$ cat config.mk
export PLATFORM = sky130hd
export DESIGN_NAME = param_register_file
export DESIGN_NICKNAME = d
export VERILOG_FILES = /design/src/rtl/param_regfile_pkg.sv /design/src/rtl/regfile_scoreboard.sv /design/src/rtl/param_register_file.sv
export SDC_FILE = /design/constraint.sdc
export NUM_CORES = 1
export LEC_CHECK = 0
export CELL_PAD_IN_SITES_DETAIL_PLACEMENT = 0
export CELL_PAD_IN_SITES_GLOBAL_PLACEMENT = 1
export CORE_ASPECT_RATIO = 1.1
export CORE_MARGIN = 4
export CORE_UTILIZATION = 50
export DETAILED_ROUTE_END_ITERATION = 10
export DONT_BUFFER_PORTS = 1
export PLACE_DENSITY_LB_ADDON = 0.05
export REMOVE_ABC_BUFFERS = 1
export SLEW_MARGIN = 30
export SYNTH_ARGS = -nofsm -noshare
export SYNTH_HDL_FRONTEND = slang
export SYNTH_SLANG_ARGS = --single-unit
$ cat constraint.sdc
create_clock -name clock -period 4.9 [get_ports clock]
set_clock_uncertainty 0.05 [all_clocks]
set_input_delay 0.49 -clock clock [delete_from_list [all_inputs] [get_ports clock]]
set_output_delay 0.49 -clock clock [all_outputs]
set_load 0.01 [all_outputs]
$ cat src/rtl/param_regfile_pkg.sv
// Shared defaults for the parameterised register file and its busy scoreboard.
// Latency: n/a (constants and an elaboration-time helper only).
// Backpressure: n/a.
package param_regfile_pkg;

  localparam int DATA_W_DEF    = 8;
  localparam int ADDR_W_DEF    = 3;
  localparam int RA_ADDR_W_DEF = 2;

  // Hard-wired zero register.
  localparam int REG_ZERO = 0;

  // The branch mirror defaults to the highest-numbered register.
  function automatic int branch_idx_def(input int addr_w);
    return (1 << addr_w) - 1;
  endfunction

endpackage

$ cat src/rtl/regfile_scoreboard.sv
// Busy-bit scoreboard: one bit per register, set by reservations, cleared by writes.
// Latency: set/clear land on the falling clock edge; queries are combinational.
// Backpressure: none; set wins over clear on the same register, register 0 never busy.
// Ports: clock/reset_n; set_vld/set_addr, clr_vld/clr_addr; qry_a/b_addr -> busy_a/b.
module regfile_scoreboard
  import param_regfile_pkg::*;
#(
  parameter int ADDR_W = ADDR_W_DEF
) (
  input  logic              clock,
  input  logic              reset_n,
  input  logic              set_vld,
  input  logic [ADDR_W-1:0] set_addr,
  input  logic              clr_vld,
  input  logic [ADDR_W-1:0] clr_addr,
  input  logic [ADDR_W-1:0] qry_a_addr,
  input  logic [ADDR_W-1:0] qry_b_addr,
  output logic              busy_a,
  output logic              busy_b
);

  localparam int NREG = 1 << ADDR_W;

  logic [NREG-1:0] busy_q;
  logic [NREG-1:0] busy_d;

  always_comb begin
    busy_d = busy_q;
    if (clr_vld) busy_d[clr_addr] = 1'b0;
    // Applied after the clear so a same-cycle reserve+write leaves the bit set.
    if (set_vld) busy_d[set_addr] = 1'b1;
    busy_d[REG_ZERO] = 1'b0;
  end

  always_ff @(negedge clock or negedge reset_n) begin
    if (!reset_n) begin
      busy_q <= '0;
    end else begin
      busy_q <= busy_d;
    end
  end

  assign busy_a = busy_q[qry_a_addr];
  assign busy_b = busy_q[qry_b_addr];

endmodule

$ cat src/rtl/param_register_file.sv
// Register file with write forwarding, guarded register swap, busy scoreboard, branch mirror.
// Latency: reads combinational (write data forwarded); state updates on the falling edge.
// Backpressure: swaps touching a busy register are dropped and flagged on swap_fault next cycle.
// Ports: write_ctrl/reg/val; swap_ctrl; read_reg1 (narrow), read_reg2; reserve_ctrl/reg;
//        read_val1/2, busy1/2, branch_val (stored value of BRANCH_IDX), swap_fault.
module param_register_file
  import param_regfile_pkg::*;
#(
  parameter int DATA_W     = DATA_W_DEF,
  parameter int ADDR_W     = ADDR_W_DEF,
  parameter int RA_ADDR_W  = RA_ADDR_W_DEF,
  parameter int BRANCH_IDX = branch_idx_def(ADDR_W)
) (
  input  logic                 clock,
  input  logic                 reset_n,
  input  logic                 write_ctrl,
  input  logic [ADDR_W-1:0]    write_reg,
  input  logic [DATA_W-1:0]    write_val,
  input  logic                 swap_ctrl,
  input  logic [RA_ADDR_W-1:0] read_reg1,
  input  logic [ADDR_W-1:0]    read_reg2,
  input  logic                 reserve_ctrl,
  input  logic [ADDR_W-1:0]    reserve_reg,
  output logic [DATA_W-1:0]    read_val1,
  output logic [DATA_W-1:0]    read_val2,
  output logic [DATA_W-1:0]    branch_val,
  output logic                 busy1,
  output logic                 busy2,
  output logic                 swap_fault
);

  localparam int                NREG      = 1 << ADDR_W;
  localparam logic [ADDR_W-1:0] ZERO_ADDR = ADDR_W'(REG_ZERO);
  localparam logic [ADDR_W-1:0] BR_ADDR   = ADDR_W'(BRANCH_IDX);

  logic [DATA_W-1:0] regs_q [NREG];
  logic [DATA_W-1:0] regs_d [NREG];
  logic              swap_fault_q;
  logic              swap_fault_d;

  logic [ADDR_W-1:0] rd1_addr;
  logic              swap_ok;
  logic              wr_ok;

  assign rd1_addr = ADDR_W'(read_reg1);

  regfile_scoreboard #(
    .ADDR_W (ADDR_W)
  ) u_scoreboard (
    .clock      (clock),
    .reset_n    (reset_n),
    .set_vld    (reserve_ctrl),
    .set_addr   (reserve_reg),
    .clr_vld    (write_ctrl),
    .clr_addr   (write_reg),
    .qry_a_addr (rd1_addr),
    .qry_b_addr (read_reg2),
    .busy_a     (busy1),
    .busy_b     (busy2)
  );

  // Only a swap that actually moves data counts; equal addresses are a no-op.
  assign swap_ok = swap_ctrl && !busy1 && !busy2 && (rd1_addr != read_reg2);

  // A write lands unless it is register 0 or a register being overwritten by the swap.
  // The same condition gates forwarding, so the read port shows what will be stored.
  assign wr_ok = write_ctrl && (write_reg != ZERO_ADDR) &&
                 !(swap_ok && ((write_reg == rd1_addr) || (write_reg == read_reg2)));

  assign read_val1  = (wr_ok && (write_reg == rd1_addr))  ? write_val : regs_q[rd1_addr];
  assign read_val2  = (wr_ok && (write_reg == read_reg2)) ? write_val : regs_q[read_reg2];
  assign branch_val = regs_q[BR_ADDR];
  assign swap_fault = swap_fault_q;

  always_comb begin
    regs_d = regs_q;
    if (swap_ok) begin
      // Exchange stored (pre-edge) values; regs_q[0] is always 0, so a swap
      // with register 0 clears the partner.
      regs_d[rd1_addr]  = regs_q[read_reg2];
      regs_d[read_reg2] = regs_q[rd1_addr];
    end
    if (wr_ok) regs_d[write_reg] = write_val;
    regs_d[REG_ZERO] = '0;
  end

  assign swap_fault_d = swap_ctrl && (busy1 || busy2);

  always_ff @(negedge clock or negedge reset_n) begin
    if (!reset_n) begin
      for (int i = 0; i < NREG; i++) regs_q[i] <= '0;
      swap_fault_q <= 1'b0;
    end else begin
      regs_q       <= regs_d;
      swap_fault_q <= swap_fault_d;
    end
  end

endmodule

# == After elaboration in Yosys (flattened, before gate mapping) ==
# Index checks and enable logic that the tools add are counted.
# totals
inputBits,24
ff_bits,64
output_inout_bits,27
elab_cells,79
# classes
eq_ne,3
muxes,29
n_lt_le_gt_ge,12
bitwise_logic,6
reduce_logical,20
# op_table
op,n
64-bit bitwise mux,3
8-bit 2-to-1 mux,11
8-bit demux with 3-bit select,3
64-bit 2-to-1 mux,1
56-bit 2-to-1 mux,1
8-bit binary-select mux with 3-bit select,2
1-bit logical AND,14
4-bit >= comparator (second input constant),3
3-bit by 4-bit < comparator with 1-bit output (second input constant),3
4-bit by 1-bit < comparator with 1-bit output (second input constant),3
8-bit AND,1
3-bit NOT with 4-bit output,2
8-bit NOT,1
8-bit OR,1
1-bit demux with 3-bit select,2
3-bit by 1-bit >= comparator with 1-bit output (second input constant),2
2-bit by 4-bit < comparator with 1-bit output (second input constant),1
1-bit 2-to-1 mux,4
2-bit NOT with 4-bit output,1
1-bit binary-select mux with 3-bit select,1
3-bit by 2-bit == test with 1-bit output,1
3-bit == test,1
1-bit logical NOT,3
2-bit by 3-bit != test with 1-bit output,1
other kinds (3),4

# == Logic depth before layout (Yosys ltp) ==
# depth
depth_word,11
depth_mapped,9
mapped_depth_nobuf,6

# == Modules after synthesis ==
# A second synthesis with hierarchy kept.
# hier_totals
hier_cells,559
area_unflattened_um2,4775.8
# by_module_without_submodules
mod,cells_each,seq_area_each_um2,n_inst,area_each_um2
param_register_file,516,1426.4,1,4360.4
regfile_scoreboard,43,175.2,1,415.4

==> impl_metrics.toml <==
[status]
status = "finished, violations left"
violations = "setup timing"

[critical_path]
critPathMaxStageDelay_ps = 400
cp_slowest_cell = "mux2_2"
crit_type = "reg -> out"
critPathLaunch = "u_scoreboard.busy_q[5]$_DFF_NN0_"
cp_max_fo = 8
crit_required_ps = 4360
arrival_ps = 4640
rr_startpoint = "u_scoreboard.busy_q[5]$_DFF_NN0_"
startpoint_type = "flop"
endpoint_kind = "primary output"
crit_chain = "mux2_4 -> a221oi_4 -> o211ai_4 -> nor2_4 -> or3_4 -> mux2_2"

[route]
wl_per_cell_um = 23.85
dr.pass1.iters = 5
num_vias = 3906
drtIter0Drc = 261
drt_wl_total_um = 14550
viasPerCell = 6.403
drc_errors = 0
antenna_left = 0

[finish]
fin_nets = 516
fillers = 795
area_growth_syn_to_layout_pct = 14.54
final_layout_size_suffix_gt1_share_pct = 31.45
final_cell_mix = "64 x dfrtn_1, 50 x buf_4, 46 x mux2_2"
diodes = 0
final_common_cell = "dfrtn_1"
postLayoutCellArea_um2 = 5313

[cts]
cts_tree = "done"
clk_latency_ps = 330
cts_buffer_depth = 2
h-tree-depth = 3
cts_sinks = 64
numCtsBuffers = 9
clock-root-buffer = "clkbuf_8"
clk_pin_slew_ps = 50

[logic_synthesis]
async_flop_share_pct = 100.0
yosysSeqAreaShare_pct = 34.53
synth_top_area_share_pct = 34.53
synth-seq-cells = 64
synth_area_leaders = "dfrtn_1 35%, mux2_2 13%, mux2i_1 9.5%"
yosysTopAreaCell = "dfrtn_1"
ys_warn_count = 0
synth-edff-count = 0
avgSynthCellArea_um2 = 10.02
syn_area_um2 = 4638
yosys_most_used_dff = "dfrtn_1"
synth_cell_type_count = 55
synthCells = 463

[power_and_ir_drop]
p_clk_share_pct = 20.6
share_comb_of_total_power_pct = 36.8
fin_total_pwr_uw = 2054
worst_ir_drop_vdd_mv = 0.2214
p_leak_uw = 0.002331
p_sw_share_pct = 34.62
internal_power_uw = 1343
p_seq_share_pct = 42.7
p_per_area_nw_per_um2 = 386.5
p_switching_uw = 710.9

[sta]
fin_ws_ps = -275.5
rsz0062_at_grt = "true"
worst_slew_pin_slew_ps = 698.1
finalSetupViolations = 16
hold-worst-slack_ps = 430.9
finalHoldViolCount = 0
slew_headroom_pct = 53.36
slew_violations = 0
tns_ps = -3896

[floorplanning]
die_area_um2 = 10880
die_y_um = 109.0
coreArea_um2 = 8964
io_pins = 51
start_util_pct = 51.74
rows = 36
die_w_um = 99.83

[global_routing]
grt_remaining_overflow = 0
grt_pass1_wl_um = 22890
grt_pass1_vias = 4024
grt_antenna_before_repair = 0
grt_max_degree = 65
track_usage_pct = 27.87

[worst_hold_path]
hp-class = "reg -> reg"
hp-start = "u_scoreboard.busy_q[1]$_DFF_NN0_"

[placed_design]
hpwl_um = 10160
gp_congestion = 0.8723
place_area_um2 = 5032
io_buffer_count = 0

[flow_run]
drv_cap = 0
## what timing repair did
| action | CTS | global route |
|---|---|---|
| gates resized for setup | 13 | 13 |
| buffers inserted | 2 | 1 |
| pin swaps | 6 | 5 |
| hold buffers | 0 | 0 |
| setup endpoints to repair | 16 | 20 |
## cells in the mapped netlist, types with 8 or more instances
| library cell | number |
|---|---|
| clkbuf_1 | 15 |
| dfrtn_1 | 64 |
| a21oi_1 | 24 |
| mux2_2 | 52 |
| a22oi_1 | 17 |
| buf_4 | 9 |
| nand2_1 | 25 |
| mux2i_1 | 44 |
| nor2_1 | 30 |
| a22o_1 | 19 |
| or3_1 | 8 |
| o21ai_0 | 25 |
| buf_2 | 9 |
| mux2_4 | 11 |
| nand2b_1 | 9 |
## path summary, 6_finish.rpt
| kind | to | slack [ps] | cells after the start |
|---|---|---|---|
| max | read_val1[4] | -280 | 6 |
| max reg2reg | regs_q[29]$_DFF_NN0_ | 2330 | 8 |
| max in group asynchronous | regs_q[55]$_DFF_NN0_ | 2490 | 0 |
| min | u_scoreboard.busy_q[1]$_DFF_NN0_ | 430 | 2 |
| min reg2reg | u_scoreboard.busy_q[1]$_DFF_NN0_ | 430 | 2 |
| min in group asynchronous | branch_val[6]$_DFF_NN0_ | 2130 | 0 |
## metal layers
metal / vias up / share of wire [%] / track usage (%)
li1: 1775 / - / -
met4: 0 / 2.0 / 11.02
met5: - / 0 / 0
met3: 21 / 6.0 / 3.967
met2: 146 / 49 / 45.04
met1: 1964 / 44 / 37.72
## state kept, by name, indices dropped and copies added (netlist names)
register             flops
branch_val               8
regs_q                  48
swap_fault               1
u_scoreboard.busy_q      7
## cell families after synthesis
logic type             Yosys count  share of synthesized area, %
flip-flops                      64                         34.53
buffers and inverters           46                         5.017
AND/OR/NAND/NOR                112                         13.49
multiplexers                   108                         26.17
AO/OA/AOI/OAI                  126                         19.48
XOR/XNOR                         7                         1.322
## critical path: cells and delay by family, from the launching register on
kind,cells,cell delay [ps]
AOI/OAI and AO/OA,2,440
muxes,2,670
DFF,1,340
and+or+nand+nor,2,400
## final cells by class
type                            count  area, um2  area share (%)
Timing Repair Buffer               59      503.0           9.468
Sequential cell                    64       1602           30.15
Clock inverter                      3      17.52          0.3297
Tap cell                          114      142.6           2.685
Inverter                            5      18.77          0.3533
Multi-Input combinational cell    353       2874           54.10
Clock buffer                       12      155.1           2.920
## power groups by stage
stage	sequential (uW)	clock, uW	combinational (uW)
4_1_cts	874	430	742
5_1_grt	897	449	827
3_3_place_gp	879	0	711
2_1_floorplan	833	0	558
6_report	876	422	756
3_5_place_dp	883	0	726
## stage by stage
step | worst slack [ps] | util, % | cells
finish | -275.5 | 59.27 | 610
global placement | -153.4 | 56.14 | 593
global route | -360.1 | 59.27 | 610
CTS | -256.6 | 58.85 | 610
detailed placement | -212.8 | 56.14 | 593
floorplan | -498.9 | - | 422
(Power assumes the default switching activity.)
